--- config.mk ---
export PLATFORM = sky130hd
export DESIGN_NAME = dff_register_bank
export DESIGN_NICKNAME = d
export VERILOG_FILES = /design/src/rtl/dff_bank_pkg.sv /design/src/rtl/dff_word_stage.sv /design/src/rtl/dff_register_bank.sv
export SDC_FILE = /design/constraint.sdc
export NUM_CORES = 1
export LEC_CHECK = 0
export ABC_AREA = 0
export CORE_MARGIN = 8
export CORE_UTILIZATION = 44
export CTS_CLUSTER_DIAMETER = 200
export DETAILED_ROUTE_END_ITERATION = 10
export PLACE_DENSITY = 0.78
export SLEW_MARGIN = 0
export SYNTH_ARGS = -nofsm -noshare
export SYNTH_HDL_FRONTEND = slang
export SYNTH_HIERARCHICAL = 1
export SYNTH_SLANG_ARGS = --single-unit
export TNS_END_PERCENT = 1
--- constraint.sdc ---
create_clock -name clk -period 1.05 [get_ports clk]
set_input_delay 0.2625 -clock clk [delete_from_list [all_inputs] [get_ports clk]]
set_output_delay 0.2625 -clock clk [all_outputs]
set_load 0.005 [all_outputs]
--- src/rtl/dff_bank_pkg.sv ---
// dff_bank_pkg: shared types for the D register bank
// Provides the stage-0 operating mode encoding used by dff_register_bank.
package dff_bank_pkg;

    typedef enum logic [1:0] {
        MODE_HOLD = 2'b00,
        MODE_LOAD = 2'b01,
        MODE_SHL  = 2'b10,
        MODE_SHR  = 2'b11
    } mode_e;

endpackage

--- src/rtl/dff_word_stage.sv ---
// dff_word_stage: WIDTH-bit D register with clock enable and async reset to RST_VAL
// Ports: clk, rst_n (async, active-low), en (load enable), d (next word), q (stored word).
module dff_word_stage #(
    parameter int                WIDTH   = 8,
    parameter logic [WIDTH-1:0]  RST_VAL = '0
) (
    input  logic             clk,
    input  logic             rst_n,
    input  logic             en,
    input  logic [WIDTH-1:0] d,
    output logic [WIDTH-1:0] q
);

    always_ff @(posedge clk or negedge rst_n) begin
        if (!rst_n) q <= RST_VAL;
        else if (en) q <= d;
    end

endmodule

--- src/rtl/dff_register_bank.sv ---
// dff_register_bank: WIDTH-bit storage bank with load/shift stage 0 and a STAGES-deep delay line
// Ports: clk, rst_n (async, active-low), en (bank enable), mode (HOLD/LOAD/SHL/SHR),
//        d (parallel data), ser_in (serial input), clr/set (sync clear/preset, override en),
//        q/q_n (last stage and its complement), ser_out (bit shifted out of stage 0),
//        valid (delay line fully filled), changed (q changed on the last edge).
module dff_register_bank
    import dff_bank_pkg::*;
#(
    parameter int                WIDTH   = 8,
    parameter int                STAGES  = 2,
    parameter logic [WIDTH-1:0]  RST_VAL = '0
) (
    input  logic             clk,
    input  logic             rst_n,
    input  logic             en,
    input  logic [1:0]       mode,
    input  logic [WIDTH-1:0] d,
    input  logic             ser_in,
    input  logic             clr,
    input  logic             set,
    output logic [WIDTH-1:0] q,
    output logic [WIDTH-1:0] q_n,
    output logic             ser_out,
    output logic             valid,
    output logic             changed
);

    localparam int             FW   = $clog2(STAGES + 1);
    localparam logic [FW-1:0]  FULL = FW'(STAGES);

    mode_e                        m;
    logic                         force_any;
    logic                         step;
    logic [WIDTH-1:0]             force_val;
    logic [WIDTH-1:0]             s0;
    logic [FW-1:0]                fill_cnt;
    logic [STAGES-1:0][WIDTH-1:0] stg;
    logic [STAGES-1:0][WIDTH-1:0] nxt;

    assign m         = mode_e'(mode);
    assign force_any = clr | set;
    assign force_val = clr ? '0 : '1;
    // clr/set must reach every stage even while the bank is stalled
    assign step      = en | force_any;
    assign stg[0]    = s0;

    // nxt holds the value each stage will have after the coming edge, so the
    // change strobe can compare the future q against the present one
    for (genvar i = 0; i < STAGES; i++) begin : g_stage
        if (i == 0) begin : g_head
            assign nxt[0] = force_any        ? force_val :
                            !en              ? s0 :
                            m == MODE_LOAD   ? d :
                            m == MODE_SHL    ? {s0[WIDTH-2:0], ser_in} :
                            m == MODE_SHR    ? {ser_in, s0[WIDTH-1:1]} : s0;
        end else begin : g_delay
            assign nxt[i] = force_any ? force_val : en ? stg[i-1] : stg[i];
            dff_word_stage #(
                .WIDTH   (WIDTH),
                .RST_VAL (RST_VAL)
            ) u_stage (
                .clk   (clk),
                .rst_n (rst_n),
                .en    (step),
                .d     (nxt[i]),
                .q     (stg[i])
            );
        end
    end

    always_ff @(posedge clk or negedge rst_n) begin
        if (!rst_n) begin
            s0       <= RST_VAL;
            ser_out  <= 1'b0;
            fill_cnt <= '0;
            changed  <= 1'b0;
        end else begin
            s0       <= nxt[0];
            changed  <= nxt[STAGES-1] != stg[STAGES-1];
            ser_out  <= force_any                ? 1'b0 :
                        en && m == MODE_SHL      ? s0[WIDTH-1] :
                        en && m == MODE_SHR      ? s0[0] : ser_out;
            fill_cnt <= force_any                ? FULL :
                        en && fill_cnt != FULL   ? fill_cnt + 1'b1 : fill_cnt;
        end
    end

    assign q     = stg[STAGES-1];
    assign q_n   = ~q;
    assign valid = fill_cnt == FULL;

endmodule
======== After elaboration in Yosys (flattened, before gate mapping) ========
Cells that the tools add are included.
cells by class
  add/sub/neg operators ................... 1
  reduce and logical (&&, ||, !) cells .... 8
  eq/ne operators ......................... 6
  muxes and demuxes ....................... 13
  bitwise logic cells ..................... 3
operators by type and width
  cell                                                             count
  8-bit 2-to-1 mux                                                 8
  8-bit inequality test                                            1
  8-bit inverter                                                   1
  2-bit == test, second input constant                             3
  2-bit 2-to-1 mux                                                 2
  2-bit nonzero test                                               2
  4-bit nonzero test                                               1
  1-bit logical AND                                                3
  1-bit 2-to-1 mux                                                 3
  3-bit nonzero test                                               1
  2-bit by 1-bit adder with 2-bit output, second input constant    1
  2-bit by 1-bit == test with 1-bit output, second input constant  1
  2-bit inequality test, second input constant                     1
  1-bit bitwise OR                                                 2
  2-bit AND reduction                                              1
word-level totals
  input bits .............................. 16
  register bits after elaboration ......... 20
  output and inout port bits .............. 19

======== Logic depth before layout (Yosys ltp) ========
  depth in word-level cells ............... 6
  mapped depth ............................ 7

======== Cells and area by module ========
The synthesis kept the hierarchy.
modules (own cells, without submodules)
  module             cells an instance  instances  area each (um^2)
  dff_register_bank  141                1          1116.1
  dff_word_stage     17                 1          331.6

======== Worst setup path after synthesis ========
No wires, ideal clock.
  path kind ............................... input port to flip-flop
  start point ............................. input port set
  end point ............................... register g_stage[1].g_delay.u_stage.q[0]
  required time ........................... 0.925 ns
  data arrival time ....................... 1.232 ns
  buffers on the path ..................... 2
  setup time .............................. 0.125 ns
  setup slack ............................. -0.307 ns
  cell stages on the path ................. 4
  path through ............................ clkbuf_1 or3_1 buf_6 mux2_4
on the way
  word-level cells in the longest chain between the ends .. 2
  elaborated cells on any way between the ends .. 3
  classes of those cells .................. 1 x mux; 2 x bitwise
ends and longest elaborated chain
  element               RTL line                 source
  start, declared       dff_register_bank.sv:20  input logic set,
  1-bit bitwise OR      dff_register_bank.sv:41  assign force_any = clr | set;
  1-bit bitwise OR      dff_register_bank.sv:44  assign step = en | force_any;
  named net step        dff_register_bank.sv:33  logic step;
  end signal, assigned  dff_word_stage.sv:15     if (!rst_n) q <= RST_VAL;
  end signal, assigned  dff_word_stage.sv:16     else if (en) q <= d;
  end, declared         dff_word_stage.sv:11     output logic [WIDTH-1:0] q
The timed path passes the listed nets, and every way through them passes these cells.
A chain may end at the register's enable or synchronous reset.

======== Worst setup path in the final report ========
  start point ............................. register g_stage[1].g_delay.u_stage.q[6]
  end point ............................... output port q[6]
RTL lines
  element        RTL line                 source
  end, declared  dff_register_bank.sv:21  output logic [WIDTH-1:0] q,
No word-level cell between the ends.

==> metrics.md <==
| Metric | Value |
|---|---|
| Chip width | 73.36 microns |
| WP data arrival | 1.08 ns |
| CP max stage cell | dfrtp_1 |
| DP HPWL | 3.321 mm |
| Max Fclk | 745.7 MHz |
| P&R area growth vs syn | 69.23% |
| IO Count | 35 |
| Top cells by count, synth | nor2_1 (24), dfrtp_1 (20), inv_1 (20) |
| Complex-gate fraction of the synthesized area | 23.85% |
| WS Path Type | reg -> out |
| Root Driver | clkbuf_4 |
| Gp weighted congestion | 0.8962 |
| Antenna violations before repair | 0 |
| Drt drc | 0 |
| Internal | 1.823 mW |
| CP max stage delay | 0.41 ns |
| First-pass GRT wire length | 8.010 mm |
| Net Count, Synth | 178 |
| Post-Synth XOR/XNOR Area | 0.6050% |
| FF+latch count, synth | 20 |
| Top_reg_cell synth | dfrtp_1 |
| Pwr Density | 1073 nW/um^2 |
| Skew-Pair Late Insertion Delay | 0.31 ns |
| Power Total | 2.629 mW |
| Worst Setup End Kind | output pin |
| # rows | 21 |
| Worst Path Buf+Inv | 3 |
| Layout Skew | 0.004224 ns |
| Fin. Hold Viols | 0 |
| Number of flops mapped to enable cells by yosys | 0 |
| WL final | 4.772 mm |
| RR Startpoint | g_stage[1].g_delay.u_stage/q[4] |
| Most area-consuming cells after synthesis | dfrtp_1 (35%), a221oi_2 (8.3%), mux2_4 (8.3%), nor2_1 (6.2%), mux2i_1 (5.5%) |
| Vias | 1,541 |
| Logic pwr share | 40.6% |
| Total CTS buffers | 3 |
| Max Slew Vio Count | 0 |
| Vias in the first global route | 1,687 |
| Failing checks | negative setup slack |
| Layout cell share with drive strength beyond 1 | 57.44% |
| Adder-cell share of the synthesized area | 3.457% |
| Die area | 5382 sq um |
| Fill cells | 231 |
| Clock buffer depth | 2 |
| Slew headroom | 79.17% |
| Setup violators final | 37 |
| Min Clock Period, post-route | 1.341 ns |
| H-tree depth | 1 |
| Maximum fanout along the worst path | 2 |
| Switching power | 0.8068 mW |
| Yosys top cell by area | dfrtp_1 |
| Peak supply drop | 0.5549 mV |
| Initial core utilization | 44.43% |
| Largest net degree at the start of global routing | 22 |
| Multi-input logic area | 938.4 sq um |
| Port-buffer cells | 34 |
| Main combinational cell family by area after synthesis | compound AO/OA/AOI/OAI gates |
| Status | finished with violations |
| GRT Util Overall | 18.81% |
| CP cell instances | buf_4 -> buf_6 -> buf_6 |
| FF-to-FF setup slack | -0.29 ns |
| Synthesized area | 1448 sq um |
| First drt pass iteration count | 4 |
| Switch share | 30.68% |
| Antenna diode count | 0 |
| NumNets Final | 263 |
| Mux cell area share after synthesis | 13.83% |
| Sequential area share after synthesis | 34.57% |
| Reg2Reg Depth | 6 |
| Cell with the most instances after synthesis | nor2_1 |
| Die height | 73.36 microns |
| Yosys top cell area share | 34.57% |
| Number of max-cap violations | 0 |
| Post-synthesis cell type count | 30 |
| Synth Area in Simple Gates | 13.92% |
| Unrepaired setup endpoints after global routing | yes |
| Routed wire per std cell | 16.57 microns |
| R2r endpoint | changed |
| Crit path top cell by count | buf_6 |
| Ys async rst share | 100.0% |
| Core Area | 3258 sq um |
| Clk pin slew, worst setup/hold paths | 0.13 ns |
| Leakage power | 1.138 nW |
| CTS tree | yes |
| Worst setup SP type | register |
| Crit path required time | 0.79 ns |
| Slew @ Worst Pin | 0.3118 ns |
| Mean Syn Cell Area | 9.162 sq um |
| Placed insts | 266 |
| Worst min path class | in -> async |
| Cell count after synthesis | 158 |
| Sequential Power Share | 34.5% |
| Total grt overflow | 0 |
| Fin worst setup slack | -0.2911 ns |
| Yosys warns | 6 |
| Final Cycle Share | 127.7% |
| DRT iter0 DRCs | 91 |
| Clock share of power | 24.9% |
| Clock sinks | 20 |
| CP top delay family | flip-flops |
| Finished Layout Cells | 288 |
| Sequential Area | 505.5 sq um |
| Antenna-violating nets left | 0 |
| Vias per cell | 5.351 |
==> logic make-up after synthesis <==
logic type / after synthesis
and+or+nand+nor: 44
adders and majority gates: 4
DFF: 20
muxes: 16
AOI/OAI and AO/OA: 43
xor gates and xnor gates: 1
buffers and inverters: 30
==> stage by stage <==
step	setup slack, ns	TNS, ns	instance area, sq um	utilization (%)	hold slack [ns]
3_3_place_gp	-1.127	-19.75	2082	63.90	0.4931
4_1_cts	-0.2705	-6.183	2422	74.35	0.2795
3_5_place_dp	-1.201	-21.17	2082	63.90	0.5220
2_1_floorplan	-0.2782	-4.526	1454	-	-0.03309
6_report	-0.2911	-5.648	2450	75.19	0.2781
5_1_grt	-0.3803	-7.394	2450	75.19	0.2866
==> power by group through the flow <==
stage          registers [mW]  logic [mW]  clock network (mW)
2_1_floorplan           0.910       0.380                   0
3_3_place_gp            0.909       0.803                   0
3_5_place_dp            0.913       0.834                   0
4_1_cts                 0.893        1.04               0.664
5_1_grt                 0.914        1.15               0.683
6_report                0.907        1.07               0.654
==> layer usage <==
| metal | wire length [microns] | track usage, % | vias to the layer above | part of all wire, % |
|---|---|---|---|---|
| met1 | 1992 | 20.83 | 738 | 42 |
| met5 | 0 | 0 | - | 0 |
| met4 | 117 | 9.091 | 0 | 2.5 |
| met3 | 234 | 3.820 | 13 | 4.9 |
| met2 | 2427 | 33.27 | 57 | 51 |
| li1 | - | - | 733 | - |
==> timing repair <==
item	4_1_cts	5_1_grt
setup endpoints to repair	39	38
hold buffers	0	0
buffers inserted	19	0
pin swaps	21	5
resized for setup	145	23
==> placed cells by master, fill, tap and decap left out, types with 3 or more instances in the layout <==
cell type and count:
inv_1 5, inv_2 12, nor2b_1 3, buf_4 37
clkbuf_4 3, nor2b_4 3, dfrtp_1 16, a211oi_1 3
nand2_1 5, mux2i_1 7, inv_4 3, mux2_4 8
a221oi_2 8, a21oi_2 6, buf_6 25, a211oi_2 4
buf_2 6, dfrtp_2 4, buf_12 3, nand4_1 3
clkbuf_2 6, nor2_1 24, o22ai_1 6, clkdlybuf4s50_1 10
a21oi_1 5
==> worst reg2reg max path: stages (launching register included) <==
cell	delay (ns)
dfrtp_1	0.42
buf_6	0.13
buf_6	0.11
nor4_4	0.21
nand4_1	0.12
o311ai_1	0.08
nand4_1	0.14
==> state kept, by name (all words and copies together), names as in the netlist <==
name / count
g_stage.g_delay.u_stage/q: 8
ser_out: 1
fill_cnt: 2
s0: 8
changed: 1
==> final cells by class <==
type	count	share of cell area, %
clock buffer	3	0.9193
clock inverter	1	1.226
inverter	20	3.371
multi-input combinational	108	38.30
sequential	20	20.63
tap	46	2.349
timing repair buffer	90	33.20
==> worst max path at each step <==
stage / from / endpoint / slack [ns] / depth (start not counted)
floorplan: set / g_stage[1].g_delay.u_stage/q[0] / -0.28 / 4
global placement: mode[0] / s0[3] / -1.13 / 6
detailed placement: mode[0] / s0[3] / -1.20 / 6
CTS: g_stage[1].g_delay.u_stage/q[5] / changed / -0.27 / 6
global route: g_stage[1].g_delay.u_stage/q[4] / changed / -0.38 / 6
finish: g_stage[1].g_delay.u_stage/q[6] / q[6] / -0.29 / 3
Note: power is estimated with default switching activity, not from simulation.
